--- config.mk ---
export PLATFORM = sky130hd
export DESIGN_NAME = program_counter_stage
export DESIGN_NICKNAME = d
export VERILOG_FILES = /design/src/rtl/program_counter_stage_pkg.sv /design/src/rtl/program_counter_stage_redirect_buffer.sv /design/src/rtl/program_counter_stage.sv
export SDC_FILE = /design/constraint.sdc
export NUM_CORES = 1
export LEC_CHECK = 0
export BUFFER_PORTS_ARGS = -buffer_cell sky130_fd_sc_hd__clkbuf_2
export CORE_ASPECT_RATIO = 1.4
export CORE_MARGIN = 2
export CORE_UTILIZATION = 50
export DETAILED_ROUTE_END_ITERATION = 16
export PLACE_DENSITY = 0.72
export SLEW_MARGIN = 20
export SYNTH_ARGS = -nofsm -noshare
export SYNTH_HDL_FRONTEND = slang
export SYNTH_SLANG_ARGS = --single-unit
--- constraint.sdc ---
create_clock -name CLK -period 5.4 [get_ports CLK]
set_clock_uncertainty 0.1 [all_clocks]
set_input_delay 1.08 -clock CLK [delete_from_list [all_inputs] [get_ports CLK]]
set_output_delay 1.08 -clock CLK [all_outputs]
set_load 0.01 [all_outputs]
--- src/rtl/program_counter_stage_pkg.sv ---
// rtl/program_counter_stage_pkg.sv - shared state encodings and constants for the fetch PC stage
package program_counter_stage_pkg;

  typedef enum logic [1:0] {
    BOOT = 2'd0,
    RUN  = 2'd1,
    HOLD = 2'd2
  } pc_state_e;

  localparam logic HIGH = 1'b1;
  localparam logic LOW  = 1'b0;

  localparam logic [31:0] DEFAULT_RESET_VECTOR = 32'h0000_0000;
  localparam int          DEFAULT_PC_INCREMENT = 4;

  // Instructions are word aligned, so the two address LSBs must be zero.
  function automatic logic is_word_aligned(input logic [1:0] lsbs);
    return (lsbs == 2'b00);
  endfunction

endpackage

--- src/rtl/program_counter_stage_redirect_buffer.sv ---
// rtl/program_counter_stage_redirect_buffer.sv - holds a redirect target that arrived while the stage could not advance
module program_counter_stage_redirect_buffer
  import program_counter_stage_pkg::*;
#(
  parameter int ADDR_WIDTH = 32
) (
  input  logic                  clk,
  input  logic                  rst,
  input  logic                  load,
  input  logic [ADDR_WIDTH-1:0] load_target,
  input  logic                  clear,
  output logic                  pending_valid,
  output logic [ADDR_WIDTH-1:0] pending_target
);

  // Newest redirect overwrites any older one; load wins over clear.
  always_ff @(posedge clk or posedge rst) begin
    if (rst) begin
      pending_valid  <= LOW;
      pending_target <= '0;
    end else if (load) begin
      pending_valid  <= HIGH;
      pending_target <= load_target;
    end else if (clear) begin
      pending_valid  <= LOW;
    end
  end

endmodule

--- src/rtl/program_counter_stage.sv ---
// rtl/program_counter_stage.sv - fetch PC owner with stall hold, redirect buffering and fetch counter (option: PC_MISALIGN_CHECK_EN)
module program_counter_stage
  import program_counter_stage_pkg::*;
#(
  parameter int                    ADDR_WIDTH   = 32,
  parameter logic [ADDR_WIDTH-1:0] RESET_VECTOR = ADDR_WIDTH'(DEFAULT_RESET_VECTOR),
  parameter int                    PC_INCREMENT = DEFAULT_PC_INCREMENT,
  parameter int                    COUNT_WIDTH  = 32
) (
  input  logic                   CLK,
  input  logic                   RST,
  input  logic                   STALL_PROGRAME_COUNTER_STAGE,
  input  logic                   BRANCH_TAKEN,
  input  logic [ADDR_WIDTH-1:0]  BRANCH_TARGET,
  output logic [ADDR_WIDTH-1:0]  PC,
  output logic                   PC_VALID,
  output logic                   FLUSH_FETCH,
  output logic [COUNT_WIDTH-1:0] FETCH_COUNT
`ifdef PC_MISALIGN_CHECK_EN
  ,
  output logic                   MISALIGNED_TARGET,
  output logic [ADDR_WIDTH-1:0]  MISALIGNED_ADDRESS
`endif
);

  localparam logic [ADDR_WIDTH-1:0] WORD_MASK = ~ADDR_WIDTH'(3);

  pc_state_e             state;
  pc_state_e             state_next;
  logic                  advance;
  logic                  misaligned;
  logic                  redirect_req;
  logic                  capture;
  logic                  flush_next;
  logic                  pending_valid;
  logic [ADDR_WIDTH-1:0] pending_target;
  logic [ADDR_WIDTH-1:0] target_word;
  logic [ADDR_WIDTH-1:0] pc_next;

  assign target_word = BRANCH_TARGET & WORD_MASK;

`ifdef PC_MISALIGN_CHECK_EN
  assign misaligned = BRANCH_TAKEN && !is_word_aligned(BRANCH_TARGET[1:0]);
`else
  assign misaligned = LOW;
`endif

  assign redirect_req = BRANCH_TAKEN && !misaligned;
  // A redirect that cannot be applied now (boot cycle or stalled) is parked.
  assign capture      = redirect_req && !advance;

  program_counter_stage_redirect_buffer #(
    .ADDR_WIDTH (ADDR_WIDTH)
  ) u_redirect_buffer (
    .clk            (CLK),
    .rst            (RST),
    .load           (capture),
    .load_target    (target_word),
    .clear          (advance),
    .pending_valid  (pending_valid),
    .pending_target (pending_target)
  );

  // State register.
  always_ff @(posedge CLK or posedge RST) begin
    if (RST) begin
      state <= BOOT;
    end else begin
      state <= state_next;
    end
  end

  // Next state, fetch-valid and advance decision; a release cycle out of HOLD advances like RUN.
  always_comb begin
    state_next = state;
    PC_VALID   = HIGH;
    advance    = LOW;
    case (state)
      BOOT: begin
        PC_VALID   = LOW;
        state_next = RUN;
      end
      RUN: begin
        if (STALL_PROGRAME_COUNTER_STAGE) begin
          state_next = HOLD;
        end else begin
          advance = HIGH;
        end
      end
      HOLD: begin
        if (!STALL_PROGRAME_COUNTER_STAGE) begin
          state_next = RUN;
          advance    = HIGH;
        end
      end
      default: begin
        PC_VALID   = LOW;
        state_next = BOOT;
      end
    endcase
  end

  // Next-PC select: live redirect, then parked redirect, then sequential step.
  always_comb begin
    pc_next    = PC;
    flush_next = LOW;
    if (advance) begin
      if (redirect_req) begin
        pc_next    = target_word;
        flush_next = HIGH;
      end else if (pending_valid) begin
        pc_next    = pending_target;
        flush_next = HIGH;
      end else begin
        pc_next = PC + ADDR_WIDTH'(PC_INCREMENT);
      end
    end
  end

  // PC, flush pulse and accepted-fetch counter.
  always_ff @(posedge CLK or posedge RST) begin
    if (RST) begin
      PC          <= RESET_VECTOR;
      FLUSH_FETCH <= LOW;
      FETCH_COUNT <= '0;
    end else begin
      PC          <= pc_next;
      FLUSH_FETCH <= flush_next;
      if (advance) begin
        FETCH_COUNT <= FETCH_COUNT + COUNT_WIDTH'(1);
      end
    end
  end

`ifdef PC_MISALIGN_CHECK_EN
  // Report rejected redirects and remember the last offending address.
  always_ff @(posedge CLK or posedge RST) begin
    if (RST) begin
      MISALIGNED_TARGET  <= LOW;
      MISALIGNED_ADDRESS <= '0;
    end else begin
      MISALIGNED_TARGET <= misaligned;
      if (misaligned) begin
        MISALIGNED_ADDRESS <= BRANCH_TARGET;
      end
    end
  end
`endif

endmodule
==> load_flow_metrics.sql <==
INSERT INTO impl_metrics (metric_group, metric, value, unit) VALUES
('outcome', 'status', 'completed', ''),
('route', 'drt_wl_total', '12.3', 'mm'),
('clocking', 'cts_resized', '0', ''),
('global_route', 'met2_usage', '40.3', '%'),
('global_route', 'grt_pass1_wl', '20.5', 'mm'),
('clocking', 'clock_edge_transition_at_the_registers_on_the_reported_setup_and_hold_paths', '0.07', 'ns'),
('placement', 'dp_cells', '731', ''),
('global_route', 'global_route.usage.met1', '27.2', '%'),
('clocking', 'worstSkewPairLatency', '0.34', 'ns'),
('placement', 'place.gp.congestion', '0.826', ''),
('synth', 'netlist_instances', '521', ''),
('floorplan', 'start_util', '50.6', '%'),
('worst_setup_path', 'critPathTopFamily', 'simple AND/OR/NAND/NOR gates', ''),
('min_path', 'min_path_cells', '2', ''),
('worst_setup_path', 'timing.rr.end', 'u_redirect_buffer.pending_target[23]', ''),
('route', 'detail_route.iter0.violations', '256', ''),
('min_path', 'worstHoldEndpoint', 'u_redirect_buffer.pending_target[24]', ''),
('worst_setup_path', 'worst-setup-path-type', 'input pin to register', ''),
('synth', 'count_of_flip_flops_with_a_built_in_enable_after_synthesis', '0', ''),
('synth', 'postSynthRegisterBits', '96', ''),
('global_route', 'grt_start_max_net_pins', '59', ''),
('final_layout', 'n_antenna_cell', '0', ''),
('floorplan', 'die_width', '90.1', 'um'),
('final_layout', 'layout_common_cells', '97 x sky130_fd_sc_hd__clkbuf_2, 96 x sky130_fd_sc_hd__dfrtp_1, 65 x sky130_fd_sc_hd__nand2_1', ''),
('global_route', 'groute.layer.met3.usage', '4.48', '%'),
('clocking', 'cts_made_buffers', '9', ''),
('clocking', 'cts.sink_count', '96', ''),
('worst_setup_path', 'cp_slowest_cell', 'sky130_fd_sc_hd__nand2_1', ''),
('timing', 'final-max-slew-violation-count', '0', ''),
('timing', 'setup_repair_after_global_routing_missed_its_margin', 'no', ''),
('timing', 'setup_slack', '2.43', 'ns'),
('synth', 'synthDistinctLibCells', '62', ''),
('final_layout', 'fillers', '912', ''),
('worst_setup_path', 'slowest_stage_delay_cp', '0.68', 'ns'),
('placement', 'io_buffers', '97', ''),
('clocking', 'clockBufferDepth', '2', ''),
('worst_setup_path', 'worst_ep_required_time', '5.52', 'ns'),
('clocking', 'clock_root_cell', 'sky130_fd_sc_hd__clkbuf_16', ''),
('timing', 'post-route-period-util', '55.1', '%'),
('global_route', 'top_usage_layer', 'met2', ''),
('route', 'antenna_violating_nets_post_route', '0', ''),
('floorplan', 'core-area', '10200', 'um2'),
('final_layout', 'layout_commonest_cell', 'sky130_fd_sc_hd__clkbuf_2', ''),
('placement', 'pre_cts_ws', '2.05', 'ns'),
('pwr', 'design_power_total', '3.01', 'mW'),
('timing', 'timing_worst_slew_pin_value', '0.864', 'ns'),
('placement', 'place_hpwl', '8.70', 'mm'),
('timing', 'slew_headroom', '42.4', '%'),
('timing', 'final.setup.tns', '0', 'ns'),
('worst_setup_path', 'r2r_start', 'state[0]', ''),
('global_route', 'gr-usage-all-layers', '22.5', '%'),
('pwr', 'max-vdd-ir-drop', '0.000264', 'V'),
('floorplan', 'die_h', '124', 'um'),
('route', 'vias', '4211', ''),
('global_route', 'via_count_of_the_first_global_routing_pass', '4191', ''),
('synth', 'synth.cell_area', '5180', 'um2'),
('final_layout', 'finish.net_count', '645', ''),
('synth', 'yosys_synthesis_warning_count', '0', ''),
('flow_run', 'drv.max_cap_violation_count', '0', ''),
('synth', 'synth_seq_area_share', '46.3', '%'),
('route', 'detail_route.first_pass.iterations', '4', ''),
('worst_setup_path', 'worst_ep_arrival_time', '3.10', 'ns'),
('final_layout', 'post_route_cells_drive_above_1_share', '26.9', '%'),
('synth', 'postSynthAreaPerCell', '9.95', 'um2'),
('min_path', 'hold_class', 'register to register', ''),
('worst_setup_path', 'cp.buffers_inverters', '2', ''),
('final_layout', 'final_cells', '747', ''),
('route', 'post-route-drc-count', '0', ''),
('route', 'vias_per_cell', '5.64', ''),
('worst_setup_path', 'r2r.worst_path.cells', '6', ''),
('clocking', 'ctsHtreeMaxLevel', '3', '');
## synthesized netlist by cell type, drive strengths merged, types with 6 or more instances
library cell / instances / area [um2]
nand3: 22 / 115
inv: 11 / 41.3
xnor2: 27 / 236
nand4: 14 / 130
nand2: 65 / 244
nor2b: 6 / 37.5
clkbuf: 15 / 56.3
nor2: 34 / 128
dfrtp: 96 / 2400
nor3: 8 / 50.1
a31oi: 6 / 37.5
o21ai: 32 / 160
and3: 17 / 111
xor2: 13 / 114
a221o: 6 / 60.1
a21oi: 27 / 135
and4: 9 / 81.3
buf: 16 / 90.1
mux2i: 6 / 60.1
mux2: 28 / 315
## cells by family after synthesis
group / after synthesis / synth area share [%]
mux: 34 / 7.24
xor+xnor: 40 / 6.76
compound gates: 106 / 13.3
simple gates: 196 / 21.4
fa+ha+maj: 5 / 1.21
flops: 96 / 46.3
buf+inv: 43 / 3.69
other cells: 1 / 0.0723
## worst max path at each step
| stage | cells past startpoint | to | startpoint |
|---|---|---|---|
| after CTS | 5 | u_redirect_buffer.pending_target[23] | STALL_PROGRAME_COUNTER_STAGE |
| after global routing | 5 | u_redirect_buffer.pending_target[23] | STALL_PROGRAME_COUNTER_STAGE |
| after floorplan | 1 | FETCH_COUNT[0] | RST |
| after detailed placement | 5 | u_redirect_buffer.pending_target[23] | STALL_PROGRAME_COUNTER_STAGE |
| final | 5 | u_redirect_buffer.pending_target[23] | STALL_PROGRAME_COUNTER_STAGE |
| after global placement | 5 | u_redirect_buffer.pending_target[22] | STALL_PROGRAME_COUNTER_STAGE |
## per-stage QoR
step	area, um2	util (%)
detailed placement	5740	56.1
CTS	6080	59.3
finish	6080	59.3
global placement	5740	56.1
global route	6080	59.3
floorplan	5190	-
## power by group
part	switching, mW	internal [mW]	leakage, nW
clock network	0.271	0.432	0.159
registers	0.290	0.952	1.20
logic	0.587	0.476	1.52
## flip-flops by register name, indices dropped and copies added, names as in the netlist
| name | cells |
|---|---|
| state | 2 |
| FETCH_COUNT | 32 |
| u_redirect_buffer.pending_valid | 1 |
| u_redirect_buffer.pending_target | 30 |
| FLUSH_FETCH | 1 |
| PC | 30 |
## final cells by class
class,count,share of cell area [%]
multi-input cells,383,42.8
inverters,12,0.783
well taps,138,2.84
repair buffers,102,8.61
flip-flops and latches,96,39.5
clock inverters,4,1.26
clock buffers,12,4.22
## worst reg2reg max path, cell delays in order, from the launching register on
cell	delay (ns)
sky130_fd_sc_hd__dfrtp_1	0.38
sky130_fd_sc_hd__inv_1	0.07
sky130_fd_sc_hd__ha_1	0.41
sky130_fd_sc_hd__nand2b_4	0.35
sky130_fd_sc_hd__nand2_1	0.69
sky130_fd_sc_hd__buf_4	0.38
sky130_fd_sc_hd__mux2_2	0.38
## routing by layer
| metal | vias to the layer above | wire, um |
|---|---|---|
| met5 | - | 0 |
| met4 | 0 | 192 |
| met3 | 13 | 555 |
| met2 | 103 | 6320 |
| met1 | 2060 | 5250 |
| li1 | 2035 | - |
No activity file was read; power rests on OpenSTA's default activity.
